<file path="config.mk">
export PLATFORM = sky130hd
export DESIGN_NAME = btb_assoc_flat
export DESIGN_NICKNAME = d
export VERILOG_FILES = /design/src/rtl/btb_assoc_if.sv /design/src/rtl/btb_assoc.sv /design/src/flat_wrapper.sv
export SDC_FILE = /design/constraint.sdc
export NUM_CORES = 2
export LEC_CHECK = 0
export ABC_CLOCK_PERIOD_IN_PS = 8000
export BUFFER_PORTS_ARGS = -buffer_cell sky130_fd_sc_hd__buf_2
export CAP_MARGIN = 20
export CORE_MARGIN = 3
export CORE_UTILIZATION = 60
export CTS_BUF_LIST = sky130_fd_sc_hd__clkbuf_2
export CTS_CLUSTER_DIAMETER = 80
export DETAILED_ROUTE_END_ITERATION = 8
export PLACE_DENSITY_LB_ADDON = 0.2
export SLEW_MARGIN = 0
export SYNTH_ARGS = -nofsm -noshare
export SYNTH_HDL_FRONTEND = slang
export SYNTH_SLANG_ARGS = --single-unit
</file>
<file path="constraint.sdc">
create_clock -name CLK -period 8 [get_ports CLK]
set_input_delay 1.6 -clock CLK [delete_from_list [all_inputs] [get_ports CLK]]
set_output_delay 1.6 -clock CLK [all_outputs]
set_load 0.01 [all_outputs]
</file>
<file path="src/rtl/btb_assoc_if.sv">
// Fetch/execute-side bundle for the set-associative branch target buffer.
// The master drives lookups, resolved-branch updates and flush requests; the BTB is the slave.
interface btb_assoc_if #(
  parameter int unsigned WORD_W = 32
);
  logic [WORD_W-1:0] pc_fetch;
  logic              hit;
  logic              pred_outcome;
  logic [WORD_W-1:0] pred_target;
  logic              update_btb;
  logic [WORD_W-1:0] pc;
  logic              branch_outcome;
  logic [WORD_W-1:0] branch_target;
  logic              flush;
  logic              busy;

  modport master (
    output pc_fetch,
    output update_btb,
    output pc,
    output branch_outcome,
    output branch_target,
    output flush,
    input  hit,
    input  pred_outcome,
    input  pred_target,
    input  busy
  );

  modport slave (
    input  pc_fetch,
    input  update_btb,
    input  pc,
    input  branch_outcome,
    input  branch_target,
    input  flush,
    output hit,
    output pred_outcome,
    output pred_target,
    output busy
  );
endinterface

</file>
<file path="src/rtl/btb_assoc.sv">
// Set-associative branch target buffer: combinational lookup, one registered update per cycle
// with 2-bit-style saturating direction counters, least-recently-updated replacement, flush walk.
module btb_assoc #(
  parameter int unsigned WORD_W = 32,
  parameter int unsigned NSETS  = 16,
  parameter int unsigned NWAYS  = 2,
  parameter int unsigned CNT_W  = 2
) (
  input logic        CLK,
  input logic        nRST,
  btb_assoc_if.slave bus
);
  localparam int unsigned IDX_W = $clog2(NSETS);
  localparam int unsigned AGE_W = (NWAYS > 1) ? $clog2(NWAYS) : 1;
  localparam int unsigned TAG_W = WORD_W - 2 - IDX_W;

  localparam logic [CNT_W-1:0] CntMax  = '1;
  localparam logic [CNT_W-1:0] CntWeak = CNT_W'(1) << (CNT_W - 1);

  typedef enum logic [0:0] {StIdle, StFlush} state_e;

  state_e           state_q, state_d;
  logic [IDX_W-1:0] ptr_q, ptr_d;

  logic             valid_q  [NSETS][NWAYS];
  logic [TAG_W-1:0] tag_q    [NSETS][NWAYS];
  logic [WORD_W-1:0] target_q [NSETS][NWAYS];
  logic [CNT_W-1:0] cnt_q    [NSETS][NWAYS];
  logic [AGE_W-1:0] age_q    [NSETS][NWAYS];

  // ---------------------------------------------------------------------------------------------
  // Lookup
  // ---------------------------------------------------------------------------------------------
  logic [IDX_W-1:0] f_idx;
  logic [TAG_W-1:0] f_tag;
  logic             f_match;
  logic [AGE_W-1:0] f_way;

  assign f_idx = bus.pc_fetch[2 +: IDX_W];
  assign f_tag = bus.pc_fetch[WORD_W-1 -: TAG_W];

  // Lowest matching way wins if duplicates ever exist.
  always_comb begin
    f_match = 1'b0;
    f_way   = '0;
    for (int unsigned w = 0; w < NWAYS; w++) begin
      if (!f_match && valid_q[f_idx][w] && (tag_q[f_idx][w] == f_tag)) begin
        f_match = 1'b1;
        f_way   = AGE_W'(w);
      end
    end
  end

  logic busy;
  assign busy = (state_q == StFlush);

  always_comb begin
    bus.hit          = f_match && !busy;
    bus.pred_outcome = 1'b0;
    bus.pred_target  = '0;
    if (bus.hit) begin
      bus.pred_outcome = cnt_q[f_idx][f_way][CNT_W-1];
      bus.pred_target  = target_q[f_idx][f_way];
    end
  end

  assign bus.busy = busy;

  // ---------------------------------------------------------------------------------------------
  // Update way selection
  // ---------------------------------------------------------------------------------------------
  logic [IDX_W-1:0] u_idx;
  logic [TAG_W-1:0] u_tag;
  logic             u_match;
  logic [AGE_W-1:0] u_way;
  logic             inv_found;
  logic [AGE_W-1:0] inv_way;
  logic [AGE_W-1:0] lru_way;
  logic [AGE_W-1:0] lru_age;
  logic [AGE_W-1:0] tgt_way;
  logic [AGE_W-1:0] tgt_age;
  logic             upd_go;
  logic             do_write;

  assign u_idx = bus.pc[2 +: IDX_W];
  assign u_tag = bus.pc[WORD_W-1 -: TAG_W];

  always_comb begin
    u_match   = 1'b0;
    u_way     = '0;
    inv_found = 1'b0;
    inv_way   = '0;
    lru_way   = '0;
    lru_age   = age_q[u_idx][0];
    for (int unsigned w = 0; w < NWAYS; w++) begin
      if (!u_match && valid_q[u_idx][w] && (tag_q[u_idx][w] == u_tag)) begin
        u_match = 1'b1;
        u_way   = AGE_W'(w);
      end
      if (!inv_found && !valid_q[u_idx][w]) begin
        inv_found = 1'b1;
        inv_way   = AGE_W'(w);
      end
      if (age_q[u_idx][w] > lru_age) begin
        lru_age = age_q[u_idx][w];
        lru_way = AGE_W'(w);
      end
    end
  end

  assign tgt_way  = u_match ? u_way : (inv_found ? inv_way : lru_way);
  assign tgt_age  = age_q[u_idx][tgt_way];
  assign upd_go   = bus.update_btb && (state_q == StIdle) && !bus.flush;
  assign do_write = upd_go && (u_match || bus.branch_outcome);

  // ---------------------------------------------------------------------------------------------
  // Flush sequencer
  // ---------------------------------------------------------------------------------------------
  always_comb begin
    state_d = state_q;
    ptr_d   = ptr_q;
    unique case (state_q)
      StIdle: begin
        if (bus.flush) begin
          state_d = StFlush;
          ptr_d   = '0;
        end
      end
      StFlush: begin
        if (ptr_q == IDX_W'(NSETS - 1)) begin
          state_d = StIdle;
          ptr_d   = '0;
        end else begin
          ptr_d = ptr_q + IDX_W'(1);
        end
      end
      default: begin
        state_d = StIdle;
        ptr_d   = '0;
      end
    endcase
  end

  always_ff @(posedge CLK or negedge nRST) begin
    if (!nRST) begin
      state_q <= StIdle;
      ptr_q   <= '0;
    end else begin
      state_q <= state_d;
      ptr_q   <= ptr_d;
    end
  end

  // ---------------------------------------------------------------------------------------------
  // Table storage
  // ---------------------------------------------------------------------------------------------
  always_ff @(posedge CLK or negedge nRST) begin
    if (!nRST) begin
      for (int unsigned s = 0; s < NSETS; s++) begin
        for (int unsigned w = 0; w < NWAYS; w++) begin
          valid_q[s][w]  <= 1'b0;
          tag_q[s][w]    <= '0;
          target_q[s][w] <= '0;
          cnt_q[s][w]    <= '0;
          age_q[s][w]    <= AGE_W'(w);
        end
      end
    end else if (state_q == StFlush) begin
      for (int unsigned w = 0; w < NWAYS; w++) begin
        valid_q[ptr_q][w] <= 1'b0;
      end
    end else if (do_write) begin
      valid_q[u_idx][tgt_way] <= 1'b1;
      tag_q[u_idx][tgt_way]   <= u_tag;
      if (u_match) begin
        if (bus.branch_outcome) begin
          target_q[u_idx][tgt_way] <= bus.branch_target;
          if (cnt_q[u_idx][tgt_way] != CntMax) begin
            cnt_q[u_idx][tgt_way] <= cnt_q[u_idx][tgt_way] + CNT_W'(1);
          end
        end else if (cnt_q[u_idx][tgt_way] != '0) begin
          cnt_q[u_idx][tgt_way] <= cnt_q[u_idx][tgt_way] - CNT_W'(1);
        end
      end else begin
        target_q[u_idx][tgt_way] <= bus.branch_target;
        cnt_q[u_idx][tgt_way]    <= CntWeak;
      end
      // Touched way becomes MRU; only ways younger than it age, keeping a permutation.
      for (int unsigned w = 0; w < NWAYS; w++) begin
        if (AGE_W'(w) == tgt_way) begin
          age_q[u_idx][w] <= '0;
        end else if (age_q[u_idx][w] < tgt_age) begin
          age_q[u_idx][w] <= age_q[u_idx][w] + AGE_W'(1);
        end
      end
    end
  end

  // Word-alignment bits never take part in indexing.
  logic unused_pc_lsbs;
  assign unused_pc_lsbs = ^{bus.pc_fetch[1:0], bus.pc[1:0]};

endmodule

</file>
<file path="src/flat_wrapper.sv">
// flat-port wrapper written by rule: the top's interface ports become plain ports
module btb_assoc_flat 
#(
  parameter int unsigned WORD_W = 32,
  parameter int unsigned NSETS  = 16,
  parameter int unsigned NWAYS  = 2,
  parameter int unsigned CNT_W  = 2
)
  (CLK, nRST, bus_pc_fetch, bus_update_btb, bus_pc, bus_branch_outcome, bus_branch_target, bus_flush, bus_hit, bus_pred_outcome, bus_pred_target, bus_busy);
  btb_assoc_if #(.WORD_W(WORD_W)) bus_i ();
  input logic CLK;
  input logic nRST;
  input wire logic [$bits(bus_i.pc_fetch)-1:0] bus_pc_fetch;
  input wire logic [$bits(bus_i.update_btb)-1:0] bus_update_btb;
  input wire logic [$bits(bus_i.pc)-1:0] bus_pc;
  input wire logic [$bits(bus_i.branch_outcome)-1:0] bus_branch_outcome;
  input wire logic [$bits(bus_i.branch_target)-1:0] bus_branch_target;
  input wire logic [$bits(bus_i.flush)-1:0] bus_flush;
  output wire logic [$bits(bus_i.hit)-1:0] bus_hit;
  output wire logic [$bits(bus_i.pred_outcome)-1:0] bus_pred_outcome;
  output wire logic [$bits(bus_i.pred_target)-1:0] bus_pred_target;
  output wire logic [$bits(bus_i.busy)-1:0] bus_busy;
  assign bus_i.pc_fetch = bus_pc_fetch;
  assign bus_i.update_btb = bus_update_btb;
  assign bus_i.pc = bus_pc;
  assign bus_i.branch_outcome = bus_branch_outcome;
  assign bus_i.branch_target = bus_branch_target;
  assign bus_i.flush = bus_flush;
  assign bus_hit = bus_i.hit;
  assign bus_pred_outcome = bus_i.pred_outcome;
  assign bus_pred_target = bus_i.pred_target;
  assign bus_busy = bus_i.busy;
  btb_assoc #(.WORD_W(WORD_W), .NSETS(NSETS), .NWAYS(NWAYS), .CNT_W(CNT_W)) u_core (.CLK(CLK), .nRST(nRST), .bus(bus_i));
endmodule
</file>
==> results.ini <==
[clock_tree]
postCtsSetupRepairBufs=0
cts_tree=built
clock-sinks=1989
clkTransAtPathRegs_ns=0.11
cts_root_buf=clkbuf_2
cts_max_level=6
clk_path_buf_depth=4
numCtsBuffers=540
clk_latency_ns=1.88

[detailed_routing]
wl_met1_mm=113
via_count=61500
drtIter0Drc=6076
met3_length_mm=24.2
top_layer_used=met5
via_per_inst=6.75
wire_per_inst_um=30.2
wl_met2_mm=127
drc=0
postRouteAntennaNets=0
dr.pass1.iters=5
drt_wl_total_mm=275

[synth]
syn_nets=6432
avgSynthCellArea_um2=15.7
synth_area_leaders=dfrtp_1 (50%), mux2_2 (21%), mux4_2 (18%)
ys.flop_type=dfrtp_1
ys_seq_area_share_pct=50.1
synth_edf_count=0
ys_warn_count=0
synth_seq_cells=1989
yosys.area.top_type=dfrtp_1
netlist_area_um2=99400
synth.distinct_cells=74
synth-async-reset-ratio_pct=100
netlist_instances=6325
netlist.area_leader.share_pct=49.7

[grt]
grt_pass1_wl_mm=414
overflow=0
grt_max_degree=188
grt_util_all_layers_pct=32.8
grt_pass1_vias=64600
antenna_found_initial=20

[setup_path]
r2r-end=u_core.cnt_q[35]
cp.required_ns=6.40
reg2reg_slack_ns=2.55
r2r-start=u_core.tag_q[450]
critPathMaxFanout=14
critPathArrivalTime_ns=6.01
crit_start=u_core.tag_q[258]
reg2reg_depth=17
setup.worst_path.start_class=flop
crit_path_end_kind=output port
crit_type=flop to output port

[sta]
rsz0062_at_grt=false
min_period_ns=7.61
relSlewSlack_pct=15.0
hold_violations=0
max_freq_mhz=131
drv_slew=0
fin_skew_ns=0.164
setup_viol=0
period_share_pct=95.1
worst_pin_slew_ns=1.28
tns_ns=0

[hold_path]
hp-start=bus_flush
hold_path_depth=3
min_to=u_core.bus.busy
hold_class=primary input to flop

[floorplanning]
start_util_pct=60.7
ios=136
dieArea_um2=171000
die_w_um=413
coreArea_um2=164000
die_h_um=413
rows=148

[job]
maxCapViolations=0

[power_and_ir_drop]
p_per_area_nw_per_um2=185
max-vdd-ir-drop_mv=0.164
p_leak_nw=52.7

[placed_design]
portBuffers=131
place.gp.congestion=0.953
dpl.hpwl_mm=162
dp.cells=8214

[cells_and_area]
drive_gt1_share_pct=56.6
fin_cells=9113
mostFrequentLayoutCell=dfrtp_1
final_nets=6692
area_growth_pct=7.78
mostFrequentLayoutCells=dfrtp_1 (1,973), mux2_2 (1,852), clkbuf_2 (801)

[outcome]
status=finished clean

==> flip-flops by register name, indices dropped and copies added, names as in the netlist <==
name and cells:
u_core.age_q 32, u_core.bus.busy 1, u_core.cnt_q 64, u_core.ptr_q 4, u_core.tag_q 832, u_core.target_q 1024, u_core.valid_q 32
==> cell type report <==
class	instances	area (um2)
antenna	16	40.0
clock buffer	801	4010
clock inverter	78	434
fill	11900	56500
inverter	27	101
multi-input combinational	3675	46800
sequential	1989	49800
tap	2175	2720
timing repair buffer	352	3240
==> layer usage <==
metal	vias up	global-route usage [%]
met1	33100	46.2
met5	-	0
met4	14	12.8
met3	692	8.50
met2	2750	49.5
li1	24900	-
==> critical path, cell delays in order (launching register included) <==
cell and delay, ns:
dfrtp_1 0.42, mux4_2 0.48, mux4_2 0.52, xnor2_1 0.24, nand2_1 0.07, or3b_2 0.48, nor3_1 0.24, nand4_1 0.31
nand3_4 0.43, buf_12 0.28, mux2i_1 0.42, nor2_1 0.06, buf_2 0.15
==> cells in the mapped netlist, types with 16 or more instances <==
cell type and number:
a211oi_1 30, a21oi_1 43, a22o_1 20, a22oi_1 19, a31oi_1 19, buf_1 48, buf_2 180, buf_4 39
buf_6 42, clkbuf_1 324, dfrtp_1 1973, dfstp_2 16, inv_1 27, mux2_1 57, mux2_2 1852, mux2i_1 205
mux4_2 797, nand2_1 89, nand3_1 37, nand4_1 27, nor2_1 70, nor2b_1 21, nor3_1 31, o21ai_0 85
xnor2_1 92, xor2_1 32
==> power breakdown <==
group | switching (mW) | total [mW] | internal (mW)
registers | 0.269 | 10.7 | 10.4
clock network | 4.21 | 6.99 | 2.77
logic | 1.23 | 2.14 | 0.910
==> worst max-delay path by stage <==
| stage | endpoint | slack, ns | cells after the start |
|---|---|---|---|
| after global placement | bus_pred_target[27] | 0.42 | 13 |
| after CTS | bus_pred_target[5] | 0.25 | 10 |
| after detailed placement | bus_pred_target[27] | 0.45 | 13 |
| after floorplan | bus_pred_target[10] | 1.11 | 15 |
| after global routing | bus_pred_target[3] | 0.20 | 12 |
| final | bus_pred_target[3] | 0.39 | 12 |
==> cell families after synthesis <==
kind of cell | Yosys count | synth area share (%)
AOI/OAI and AO/OA | 283 | 1.89
xor gates and xnor gates | 124 | 1.09
adders and majority gates | 6 | 0.0755
buffers and inverters | 661 | 3.20
DFF | 1989 | 50.1
muxes | 2911 | 41.7
and+or+nand+nor | 351 | 1.93
==> what timing repair did <==
action / in CTS / in global routing
setup endpoints to repair: 0 / 0
gates resized for setup: 0 / 0
hold buffers: 2 / 0
endpoints found under the hold margin: 123 / 0
==> through the flow <==
step                      power [mW]  utilization, %  hold slack [ns]  cell area, um2  setup slack (ns)
after CTS                       20.0            65.4           0.0674          107000             0.247
after floorplan                 12.2               -            0.439           99400              1.11
after detailed placement        13.0            62.7            0.457          103000             0.453
final                           19.8            65.5            0.251          107000             0.394
after global placement          13.0            62.7            0.450          103000             0.416
after global routing            20.8            65.5            0.139          107000             0.200
Note: power is estimated with default switching activity, not from simulation.
